File: src/rtl/sim_run_ctrl_pkg.sv
// Shared state encodings, default parameter values and width helper for the run controller.
package sim_run_ctrl_pkg;

    localparam logic [1:0] ST_HOLD = 2'd0;
    localparam logic [1:0] ST_RUN  = 2'd1;
    localparam logic [1:0] ST_HALT = 2'd2;
    localparam logic [1:0] ST_TOUT = 2'd3;

    localparam int unsigned DEF_ADDR_W       = 32;
    localparam int unsigned DEF_RESET_CYCLES = 2;
    localparam int unsigned DEF_IRQ_CHANNELS = 1;
    localparam int unsigned DEF_IRQ_PERIOD   = 1000;
    localparam int unsigned DEF_MAX_CYCLES   = 8192;
    localparam int unsigned DEF_HALT_STABLE  = 16;

    // Bits needed for a counter that must reach n-1 (never less than one bit).
    function automatic int unsigned cnt_width(input int unsigned n);
        return (n < 2) ? 1 : $clog2(n);
    endfunction

endpackage

File: src/rtl/sim_run_ctrl_irq_chan.sv
// One periodic interrupt channel: fires every PERIOD enabled run cycles, holds until acked.
module sim_run_ctrl_irq_chan
    import sim_run_ctrl_pkg::*;
#(
    parameter int unsigned PERIOD = DEF_IRQ_PERIOD
) (
    input  logic clk,
    input  logic reset,
    input  logic run,
    input  logic en,
    input  logic ack,
    output logic irq
);

    localparam int unsigned CW = cnt_width(PERIOD);

    logic [CW-1:0] cnt_q;
    logic          tc;

    assign tc = run && en && (cnt_q == CW'(PERIOD - 1));

    always_ff @(posedge clk or negedge reset) begin
        if (!reset) begin
            cnt_q <= '0;
            irq   <= 1'b0;
        end else if (run) begin
            if (!en || tc) begin
                cnt_q <= '0;
            end else begin
                cnt_q <= cnt_q + CW'(1);
            end
            // A terminal count wins over a same-cycle ack; a count while pending is dropped.
            if (tc) begin
                irq <= 1'b1;
            end else if (ack) begin
                irq <= 1'b0;
            end
        end else begin
            irq <= 1'b0;
        end
    end

endmodule

File: src/rtl/sim_run_ctrl.sv
// Run controller for the mips core: cpu_reset sequencing, periodic interrupts, halt/timeout end.
module sim_run_ctrl
    import sim_run_ctrl_pkg::*;
#(
    parameter int unsigned ADDR_W       = DEF_ADDR_W,
    parameter int unsigned RESET_CYCLES = DEF_RESET_CYCLES,
    parameter int unsigned IRQ_CHANNELS = DEF_IRQ_CHANNELS,
    parameter int unsigned IRQ_PERIOD   = DEF_IRQ_PERIOD,
    parameter int unsigned MAX_CYCLES   = DEF_MAX_CYCLES,
    parameter int unsigned HALT_STABLE  = DEF_HALT_STABLE
) (
    input  logic                    clk,
    input  logic                    reset,
    output logic                    cpu_reset,
    input  logic [IRQ_CHANNELS-1:0] irq_en,
    input  logic [IRQ_CHANNELS-1:0] irq_ack,
    output logic [IRQ_CHANNELS-1:0] interrupt,
    input  logic [ADDR_W-1:0]       pc,
    output logic [31:0]             cycle_count,
    output logic                    halted,
    output logic                    timeout,
    output logic                    done
);

    localparam int unsigned HOLD_W = cnt_width(RESET_CYCLES);
    localparam int unsigned STAB_W = cnt_width(HALT_STABLE);

    logic [1:0]        state_q, state_d;
    logic [HOLD_W-1:0] hold_q;
    logic [STAB_W-1:0] stable_q;
    logic [ADDR_W-1:0] pc_q;
    logic              hold_done, stable_full, pc_same, any_irq;
    logic              hit_tout, hit_halt, chan_run;

    always_comb begin
        hold_done   = (hold_q == HOLD_W'(RESET_CYCLES - 1));
        stable_full = (stable_q == STAB_W'(HALT_STABLE - 1));
        pc_same     = (pc == pc_q);
        any_irq     = |interrupt;
        hit_tout    = (cycle_count == 32'(MAX_CYCLES - 1));
        // A core spinning while an interrupt is pending is waiting, not halted.
        hit_halt    = pc_same && !any_irq && stable_full;
        state_d     = state_q;
        case (state_q)
            ST_HOLD: if (hold_done) state_d = ST_RUN;
            ST_RUN: begin
                if (hit_tout) begin
                    state_d = ST_TOUT;
                end else if (hit_halt) begin
                    state_d = ST_HALT;
                end
            end
            default: ;
        endcase
        // Channels stop on the very edge that ends the run so interrupt is 0 in terminal states.
        chan_run = (state_q == ST_RUN) && (state_d == ST_RUN);
    end

    always_ff @(posedge clk or negedge reset) begin
        if (!reset) begin
            state_q     <= ST_HOLD;
            cpu_reset   <= 1'b1;
            hold_q      <= '0;
            stable_q    <= '0;
            pc_q        <= '0;
            cycle_count <= '0;
            halted      <= 1'b0;
            timeout     <= 1'b0;
        end else begin
            state_q   <= state_d;
            pc_q      <= pc;
            cpu_reset <= (state_d == ST_HOLD);
            if (state_q == ST_HOLD && !hold_done) begin
                hold_q <= hold_q + HOLD_W'(1);
            end
            if (state_q == ST_RUN) begin
                if (cycle_count != '1) begin
                    cycle_count <= cycle_count + 32'd1;
                end
                if (!pc_same || any_irq) begin
                    stable_q <= '0;
                end else if (!stable_full) begin
                    stable_q <= stable_q + STAB_W'(1);
                end
            end
            if (state_d == ST_TOUT) timeout <= 1'b1;
            if (state_d == ST_HALT) halted <= 1'b1;
        end
    end

    assign done = halted | timeout;

    for (genvar i = 0; i < IRQ_CHANNELS; i++) begin : g_chan
        sim_run_ctrl_irq_chan #(
            .PERIOD(IRQ_PERIOD * (i + 1))
        ) u_chan (
            .clk  (clk),
            .reset(reset),
            .run  (chan_run),
            .en   (irq_en[i]),
            .ack  (irq_ack[i]),
            .irq  (interrupt[i])
        );
    end

endmodule
File: config.mk
export PLATFORM = sky130hd
export DESIGN_NAME = sim_run_ctrl
export DESIGN_NICKNAME = d
export VERILOG_FILES = /design/src/rtl/sim_run_ctrl_pkg.sv /design/src/rtl/sim_run_ctrl_irq_chan.sv /design/src/rtl/sim_run_ctrl.sv
export SDC_FILE = /design/constraint.sdc
export NUM_CORES = 1
export LEC_CHECK = 0
export BUFFER_PORTS_ARGS = -buffer_cell sky130_fd_sc_hd__clkbuf_2
export CORE_UTILIZATION = 55
export CTS_BUF_LIST = sky130_fd_sc_hd__clkbuf_2
export DETAILED_ROUTE_END_ITERATION = 7
export PLACE_DENSITY = 0.88
export SKIP_CTS_REPAIR_TIMING = 1
export SYNTH_ARGS = -nofsm -noshare
export SYNTH_HDL_FRONTEND = slang
export SYNTH_SLANG_ARGS = --single-unit
File: constraint.sdc
create_clock -name clk -period 2.3 [get_ports clk]
set_input_delay 0.345 -clock clk [delete_from_list [all_inputs] [get_ports clk]]
set_output_delay 0.345 -clock clk [all_outputs]
set_load 0.02 [all_outputs]
* After elaboration in Yosys (flattened, before gate mapping) *
Cells that the tools add are included.

cells by class
  eq/ne operators = 11
  add/subtract/negate cells = 4
  reduce and logical (&&, ||, !) cells = 16
  bitwise operators = 1
  mux-type cells = 10

operators with widths
  operator                                                number
  adder 32 x 1 -> 32 bit (second input constant)          1
  equality test 32 x 13 -> 1 bit (second input constant)  1
  equality test 32 bit                                    1
  != test 32 bit (second input constant)                  1
  adder 10 x 1 -> 10 bit (second input constant)          1
  equality test 10 bit (second input constant)            1
  two-way mux 10 bit                                      1
  two-way mux 4 bit                                       2
  logical AND 1 bit                                       6
  two-way mux 2 bit                                       3
  adder 4 x 1 -> 4 bit (second input constant)            1
  equality test 2 x 1 -> 1 bit (second input constant)    2
  equality test 2 bit (second input constant)             2
  equality test 4 bit (second input constant)             1
  logical NOT 1 bit                                       4
  logical NOT 2 bit                                       2
  one-hot mux 2 bit (2 select lines)                      1
  AND reduction 2 bit                                     2
  two-way mux 1 bit                                       3
  != test 3 bit (second input constant)                   1
  logical OR 1 bit                                        2
  != test 2 x 1 -> 1 bit (second input constant)          1
  adder 1 bit (second input constant)                     1
  OR 1 bit                                                1

storage, ports and cells
  output and inout port bits = 37
  bits of input ports = 36
  word-level logic and storage cells = 52
  flip-flop bits (word level) = 85

* Logic depth before layout (Yosys ltp) *
Gate-level depths: netlist (run 1).

  word-level depth = 12
  depth in mapped cells = 8
  gate-level depth less buffers = 7

* By module *
Synthesis (run 1) repeated with hierarchy kept, for this count alone.

second synthesis, totals
  cell total of the unflattened synthesis = 336
  area total of the unflattened synthesis = 3,811.2 µm²

modules (own cells, without submodules)
  module                 sequential area each (µm²)  instances  area each (µm²)  cells each
  sim_run_ctrl           1,853.0                     1          3,216.8          275
  sim_run_ctrl_irq_chan  275.3                       1          594.3            61

* Least setup slack after synthesis (run 1) *
Ideal clock, no wire load.

  kind = register to register
  start point = register cycle_count[0]
  end point = register g_chan[0].u_chan.cnt_q[4]
  clock period less this slack = 1,986 ps
  required time = 2,171 ps
  path buffers = 1
  path slack = 314 ps
  data arrival time = 1,857 ps
  setup time = 129 ps
  cell stages (with the launch flop) = 9
  path through = dfrtp_1 ha_1 and2_1 nand4_1 o41ai_2 nor2_1 nand2b_1 buf_4 o211ai_2

between the ends
  longest elaborated chain between the ends = 9

RTL lines
  what                                    RTL line                     RTL
  from (decl)                             sim_run_ctrl.sv:19           output logic [31:0] cycle_count,
  from (signal assigned)                  sim_run_ctrl.sv:78           cycle_count <= cycle_count + 32'd1;
  equality test 32 x 13 -> 1 bit (*)      sim_run_ctrl.sv:40           hit_tout = (cycle_count == 32'(MAX_CYCLES - 1));
  two-way mux 2 bit (*)                   sim_run_ctrl.sv:47           if (hit_tout) begin
  one-hot mux 2 bit (2 select lines) (*)  sim_run_ctrl.sv:44           case (state_q)
  equality test 2 x 1 -> 1 bit (*)        sim_run_ctrl.sv:56           chan_run = (state_q == ST_RUN) && (state_d == ST_RUN);
  logical AND 1 bit (*)                   sim_run_ctrl.sv:56
  logical AND 1 bit (2 in a row)          sim_run_ctrl_irq_chan.sv:20  assign tc = run && en && (cnt_q == CW'(PERIOD - 1));
  logical OR 1 bit                        sim_run_ctrl_irq_chan.sv:27  if (!en || tc) begin
  two-way mux 10 bit                      sim_run_ctrl_irq_chan.sv:27
  to (signal assigned)                    sim_run_ctrl_irq_chan.sv:30  cnt_q <= cnt_q + CW'(1);
  to (decl)                               sim_run_ctrl_irq_chan.sv:17  logic [CW-1:0] cnt_q;

Every way passes the cells marked *; elsewhere a longest branch is shown, timed or not.
A chain may end at the register's enable or synchronous reset.

* Final worst setup path (run 1) *
  start point = register cycle_count[9]
  end point = register cycle_count[4]

between the ends
  longest elaborated chain between the ends = 2

RTL lines
  what                                  RTL line            RTL
  != test 32 bit                        sim_run_ctrl.sv:77  if (cycle_count != '1) begin
  AND reduction 2 bit (no source line)  n/a

No other way between the ends.

==> results.sh, run 1 <==
export IMPL_status="completed"
export IMPL_critPathCaptureType="register"
export IMPL_arrival_ns=2.63
export IMPL_insertion_delay_ns=0.52
export IMPL_area_delta_synth_final_pct=24.8
export IMPL_critPathLaunchType="register"
export IMPL_die_area_um2=7400
export IMPL_synth_avg_cell_area_um2=11.4
export IMPL_regArea_um2=2130
export IMPL_ios=73
export IMPL_cts_max_path_buffers=2
export IMPL_critPathRequiredTime_ns=2.75
export IMPL_multi_input_area_um2=1680
export IMPL_synth_nets=380
export IMPL_async_flop_share_pct=100
export IMPL_wire_per_inst_um=15.3
export IMPL_p_leak_nw=2.35
export IMPL_hold_violations=0
export IMPL_ys_seq_elements=85
export IMPL_hp_start="irq_ack"
export IMPL_fin_util_pct=71.3
export IMPL_final_common_cell="dfrtp_1"
export IMPL_ir_worst_vdd_mv=0.423
export IMPL_start_util_pct=57.1
export IMPL_layout_common_cells="dfrtp_1 (84), clkbuf_2 (82), dlygate4sd3_1 (33)"
export IMPL_cts_sinks=85
export IMPL_num_antenna_cells=0
export IMPL_vias=3058
export IMPL_synth_top_area_share_pct=54.2
export IMPL_drtIter0Drc=162
export IMPL_ys_flop_type="dfrtp_1"
export IMPL_grt_max_degree=53
export IMPL_rows=30
export IMPL_power_total_mw=2.53
export IMPL_ys_types=51
export IMPL_path_clk_slew_ns=0.24
export IMPL_drv_cap=0
export IMPL_port_buffers=72
export IMPL_overflow=0
export IMPL_drc_errors=0
export IMPL_final_antenna_net_count=0
export IMPL_grtUsageTotal_pct=22.1
export IMPL_critical_path_class="reg2reg"
export IMPL_cts_made_buffers=9
export IMPL_synthTopCellsByArea="dfrtp_1 (54%), xor2_1 (7.0%), xnor2_1 (6.3%)"
export IMPL_place_gp_congestion=0.875
export IMPL_first_pass_iters=4
export IMPL_grt_pass1_wl_um=12800
export IMPL_fin_skew_ns=0.0274
export IMPL_hp_class="in2reg"
export IMPL_htreeDepth=3
export IMPL_synth_edf_count=0
export IMPL_die_x_um=86.0
export IMPL_maxSlewViolCount=0
export IMPL_die_y_um=86.0
export IMPL_core_area_um2=6790
export IMPL_worstHoldEndpoint="g_chan[0].u_chan.irq$_DFFE_PN0P_"
export IMPL_fmax_ghz=0.458
export IMPL_min_path_cells=4
export IMPL_reg2reg_from="cycle_count[9]$_DFFE_PN0P_"
export IMPL_cts_tree="built"
export IMPL_worst_pin_slew_ns=0.458
export IMPL_antenna_found_initial=0
export IMPL_fill_cells=488
export IMPL_synth_largest_area_cell="dfrtp_1"
export IMPL_drive_above_1_share_pct=24.6
export IMPL_cp_max_fo=11
export IMPL_post_route_period_util_pct=94.8
export IMPL_min_period_ns=2.18
export IMPL_max_slew_margin_pct=69.5
export IMPL_final_setup_tns_ns=0
export IMPL_grt_pass1_vias=2822
export IMPL_dp_hpwl_um=5570
export IMPL_syn_area_um2=3880
export IMPL_r2r_end="cycle_count[4]$_DFFE_PN0P_"
export IMPL_rsz0062_at_grt="yes"
export IMPL_fin_nets=493
export IMPL_setup_viol=0
export IMPL_ff2ff_path_depth=6
export IMPL_viasPerCell=5.51
export IMPL_cts_root_buffer="clkbuf_2"
export IMPL_netlist_instances=341
export IMPL_p_per_area_nw_per_um2=522
export IMPL_yosysWarnings=0
export IMPL_drt_total_wl_um=8470
export IMPL_ys_seq_area_share_pct=54.8
export IMPL_rrSetupSlack_ns=0.12
-- worst max path at each step --
stage	start	endpoint	slack, ns	cells after the start
3_3_place_gp	pc[16]	g_chan[0].u_chan.cnt_q[4]$_DFFE_PN0N_	0.17	7
5_1_grt	cycle_count[1]$_DFFE_PN0P_	cycle_count[18]$_DFFE_PN0P_	-0.006	7
6_report	cycle_count[9]$_DFFE_PN0P_	cycle_count[4]$_DFFE_PN0P_	0.12	6
4_1_cts	cycle_count[1]$_DFFE_PN0P_	g_chan[0].u_chan.cnt_q[9]$_DFFE_PN0N_	0.005	7
3_5_place_dp	cycle_count[0]$_DFFE_PN0P_	g_chan[0].u_chan.cnt_q[9]$_DFFE_PN0N_	0.07	7
2_1_floorplan	cycle_count[0]$_DFFE_PN0P_	g_chan[0].u_chan.cnt_q[4]$_DFFE_PN0N_	0.31	8
-- layer usage --
metal  GRT usage (%)  part of all wire, %
met5               0                    0
met4            9.24                  1.6
met3            4.23                  4.8
met2            36.3                   52
met1            28.8                   42
-- power breakdown --
part	switching (mW)	leakage [nW]	internal, mW	total, mW
Sequential	0.0185	1.09	1.53	1.55
Combinational	0.0963	1.19	0.0984	0.195
Clock	0.521	0.0725	0.264	0.785
-- metrics by stage --
stage	hold slack, ns	area [µm²]	std cells	worst slack [ns]
after floorplan	0.0494	3880	341	0.314
after global placement	0.323	4370	506	0.167
after detailed placement	0.328	4370	506	0.0708
after CTS	-0.273	4490	522	0.00470
after global routing	0.125	4840	555	-0.00589
final	0.119	4840	555	0.118
-- Yosys cell counts, drive strengths merged (6+ instances only) --
cell type / instances
and4: 6
nor4: 11
dfrtp: 84
nand4: 11
nand2: 19
o41ai: 9
o31ai: 9
a21oi: 7
nor3: 6
xor2: 31
and3: 10
xnor2: 28
nor2: 23
inv: 14
nand3: 25
-- kinds of logic (layout without fill, tap and decap cells) --
group	Yosys count	after routing	synth area share, %
flip-flops	85	85	54.8
AND/OR/NAND/NOR	130	130	19.9
buffers and inverters	22	140	2.39
AO/OA/AOI/OAI	41	41	8.29
adder cells (fa/ha/maj)	3	3	0.967
XOR/XNOR	59	59	13.3
multiplexers	1	1	0.290
-- final cells by class --
| type | instances | share of cell area (%) |
|---|---|---|
| Sequential cell | 85 | 43.9 |
| Multi-Input combinational cell | 234 | 34.8 |
| Timing Repair Buffer | 110 | 15.3 |
| Tap cell | 96 | 2.48 |
| Clock inverter | 5 | 1.24 |
| Clock buffer | 11 | 1.14 |
| Inverter | 14 | 1.08 |
-- flip-flops by register name, summed over array words and instances (netlist names) --
signal,flops
g_chan.u_chan.cnt_q,10
stable_q,4
halted,1
cycle_count,32
timeout,1
hold_done,1
state_q,2
cpu_reset,1
g_chan.u_chan.irq,1
pc_q,32
-- worst max-delay path, stage by stage (launching register included) --
cell and delay [ns]:
dfrtp_1 0.53, nand4_2 0.30, nor4_1 0.39, nand4_1 0.18, and2_1 0.33, and3_1 0.25, xor2_1 0.13
(Power assumes the default switching activity.)
==> inputs of run 2 (changes only) <==
--- a/config.mk
+++ b/config.mk
@@ -9,6 +9,7 @@
 export CORE_UTILIZATION = 55
 export CTS_BUF_LIST = sky130_fd_sc_hd__clkbuf_2
 export DETAILED_ROUTE_END_ITERATION = 7
+export GPL_TIMING_DRIVEN = 0
 export PLACE_DENSITY = 0.88
 export SKIP_CTS_REPAIR_TIMING = 1
 export SYNTH_ARGS = -nofsm -noshare
==> results.sh, run 2 (synthesized netlist as in run 1, its figures left out) <==
export IMPL_maxSlewViolCount=0
export IMPL_insertion_delay_ns=0.52
export IMPL_cts_made_buffers=9
export IMPL_final_common_cell="dfrtp_1"
export IMPL_cts_max_path_buffers=2
export IMPL_p_per_area_nw_per_um2=507
export IMPL_fin_skew_ns=0.0127
export IMPL_switchingPower_uw=606
export IMPL_power_total_mw=2.49
export IMPL_status="completed"
export IMPL_first_pass_iters=4
export IMPL_drc_errors=0
export IMPL_critPathCaptureType="register"
export IMPL_seqPwrFrac_pct=62.2
export IMPL_p_leak_nw=2.42
export IMPL_antenna_found_initial=0
export IMPL_critPathLaunchType="register"
export IMPL_grt_pass1_wl_um=13200
export IMPL_cellInternalPower_mw=1.88
export IMPL_dp_hpwl_um=5550
export IMPL_ios=73
export IMPL_rows=30
export IMPL_grt_max_degree=59
export IMPL_critPathRequiredTime_ns=2.73
export IMPL_post_route_period_util_pct=96.8
export IMPL_critical_path_class="reg2reg"
export IMPL_layout_common_cells="dfrtp_1 (84), clkbuf_2 (82), dlygate4sd3_1 (33)"
export IMPL_grtUsageTotal_pct=22.9
export IMPL_comb_power_share_pct=7.9
export IMPL_fill_cells=480
export IMPL_reg_largest_list="cycle_count: 32 flops, pc_q: 32 flops, g_chan.u_chan.cnt_q: 10 flops"
export IMPL_hp_class="in2reg"
export IMPL_drv_cap=0
export IMPL_num_antenna_cells=0
export IMPL_ir_worst_vdd_mv=0.401
export IMPL_htreeDepth=3
export IMPL_fin_util_pct=72.3
export IMPL_hold_violations=0
export IMPL_drive_above_1_share_pct=24.8
export IMPL_setup_viol=0
export IMPL_slowest_delay_ns=0.50
export IMPL_cp_slowest_cell="dfrtp_1"
export IMPL_cts_sinks=85
export IMPL_holdWs_ns=0.105
export IMPL_cts_tree="built"
export IMPL_die_y_um=86.0
export IMPL_wire_per_inst_um=14.8
export IMPL_max_slew_margin_pct=70.4
export IMPL_die_area_um2=7400
export IMPL_drt_total_wl_um=8350
export IMPL_swShare_pct=24.3
export IMPL_cts_root_buffer="clkbuf_2"
export IMPL_die_x_um=86.0
export IMPL_port_buffers=72
export IMPL_overflow=0
export IMPL_p_clk_share_pct=29.9
export IMPL_drtIter0Drc=166
export IMPL_core_area_um2=6790
export IMPL_cp_max_fo=10
export IMPL_grt_pass1_vias=3034
export IMPL_cp_cell_sequence="nand4_2, nor4_1, nand4_1, and2_1, buf_2, mux2_1"
export IMPL_arrival_ns=2.66
export IMPL_vias=3088
export IMPL_area_delta_synth_final_pct=26.6
export IMPL_fmax_ghz=0.449
export IMPL_viasPerCell=5.48
export IMPL_worst_pin_slew_ns=0.444
export IMPL_min_period_ns=2.23
export IMPL_place_gp_congestion=0.853
export IMPL_final_antenna_net_count=0
export IMPL_path_clk_slew_ns=0.21
export IMPL_fin_nets=502
export IMPL_start_util_pct=57.1
run 2: layer usage:
layer | track usage [%] | vias to the layer above | share of wire (%)
li1 | - | 1463 | -
met1 | 27.8 | 1504 | 41
met2 | 38.1 | 97 | 52
met3 | 5.00 | 24 | 4.6
met4 | 12.4 | 0 | 3.0
met5 | 0 | - | 0
run 2: power groups by stage:
stage	combinational, mW	clock (mW)	sequential (mW)
2_1_floorplan	0.0644	0	1.57
3_3_place_gp	0.140	0	1.57
3_5_place_dp	0.152	0	1.57
4_1_cts	0.153	0.757	1.55
5_1_grt	0.220	0.821	1.55
6_report	0.196	0.745	1.55
run 2: final timing paths:
check,startpoint,end,slack (ns),depth (start not counted)
worst max-delay path,cycle_count[10]$_DFFE_PN0P_,cycle_count[1]$_DFFE_PN0P_,0.07,6
worst min-delay path,irq_en,g_chan[0].u_chan.cnt_q[4]$_DFFE_PN0N_,0.11,3
worst max register to register,cycle_count[10]$_DFFE_PN0P_,cycle_count[1]$_DFFE_PN0P_,0.07,6
worst min register to register,hold_done$_DFFE_PN0P_,cpu_reset$_DFF_PN1_,0.46,1
max in group asynchronous,reset,cpu_reset$_DFF_PN1_,1.37,3
min in group asynchronous,reset,pc_q[4]$_DFF_PN0_,0.27,2
run 2: stage by stage:
step           setup slack [ns]  setup TNS [ns]  area (µm²)  std cells
5_1_grt                 -0.0743          -0.396        4910        564
2_1_floorplan             0.314               0        3880        341
6_report                 0.0738               0        4910        564
4_1_cts                  0.0534               0        4500        526
3_5_place_dp             0.0203               0        4390        510
3_3_place_gp             0.0342               0        4360        509
run 2: critical path: cells and delay by family (launching register included):
kind          cells  cell delay, ns
simple gates      4            1.12
flops             1            0.50
mux               1            0.32
buf+inv           1            0.19
run 2: area by class of cell:
cell class              instances  area, µm²  area share, %
clock buffers                  11       55.1           1.12
plain buffers                   8       43.8          0.891
flip-flops and latches         85       2130           43.3
inverters                      14       52.6           1.07
multi-input cells             234       1700           34.7
clock inverters                 5       51.3           1.04
repair buffers                111        758           15.4
well taps                      96        120           2.45
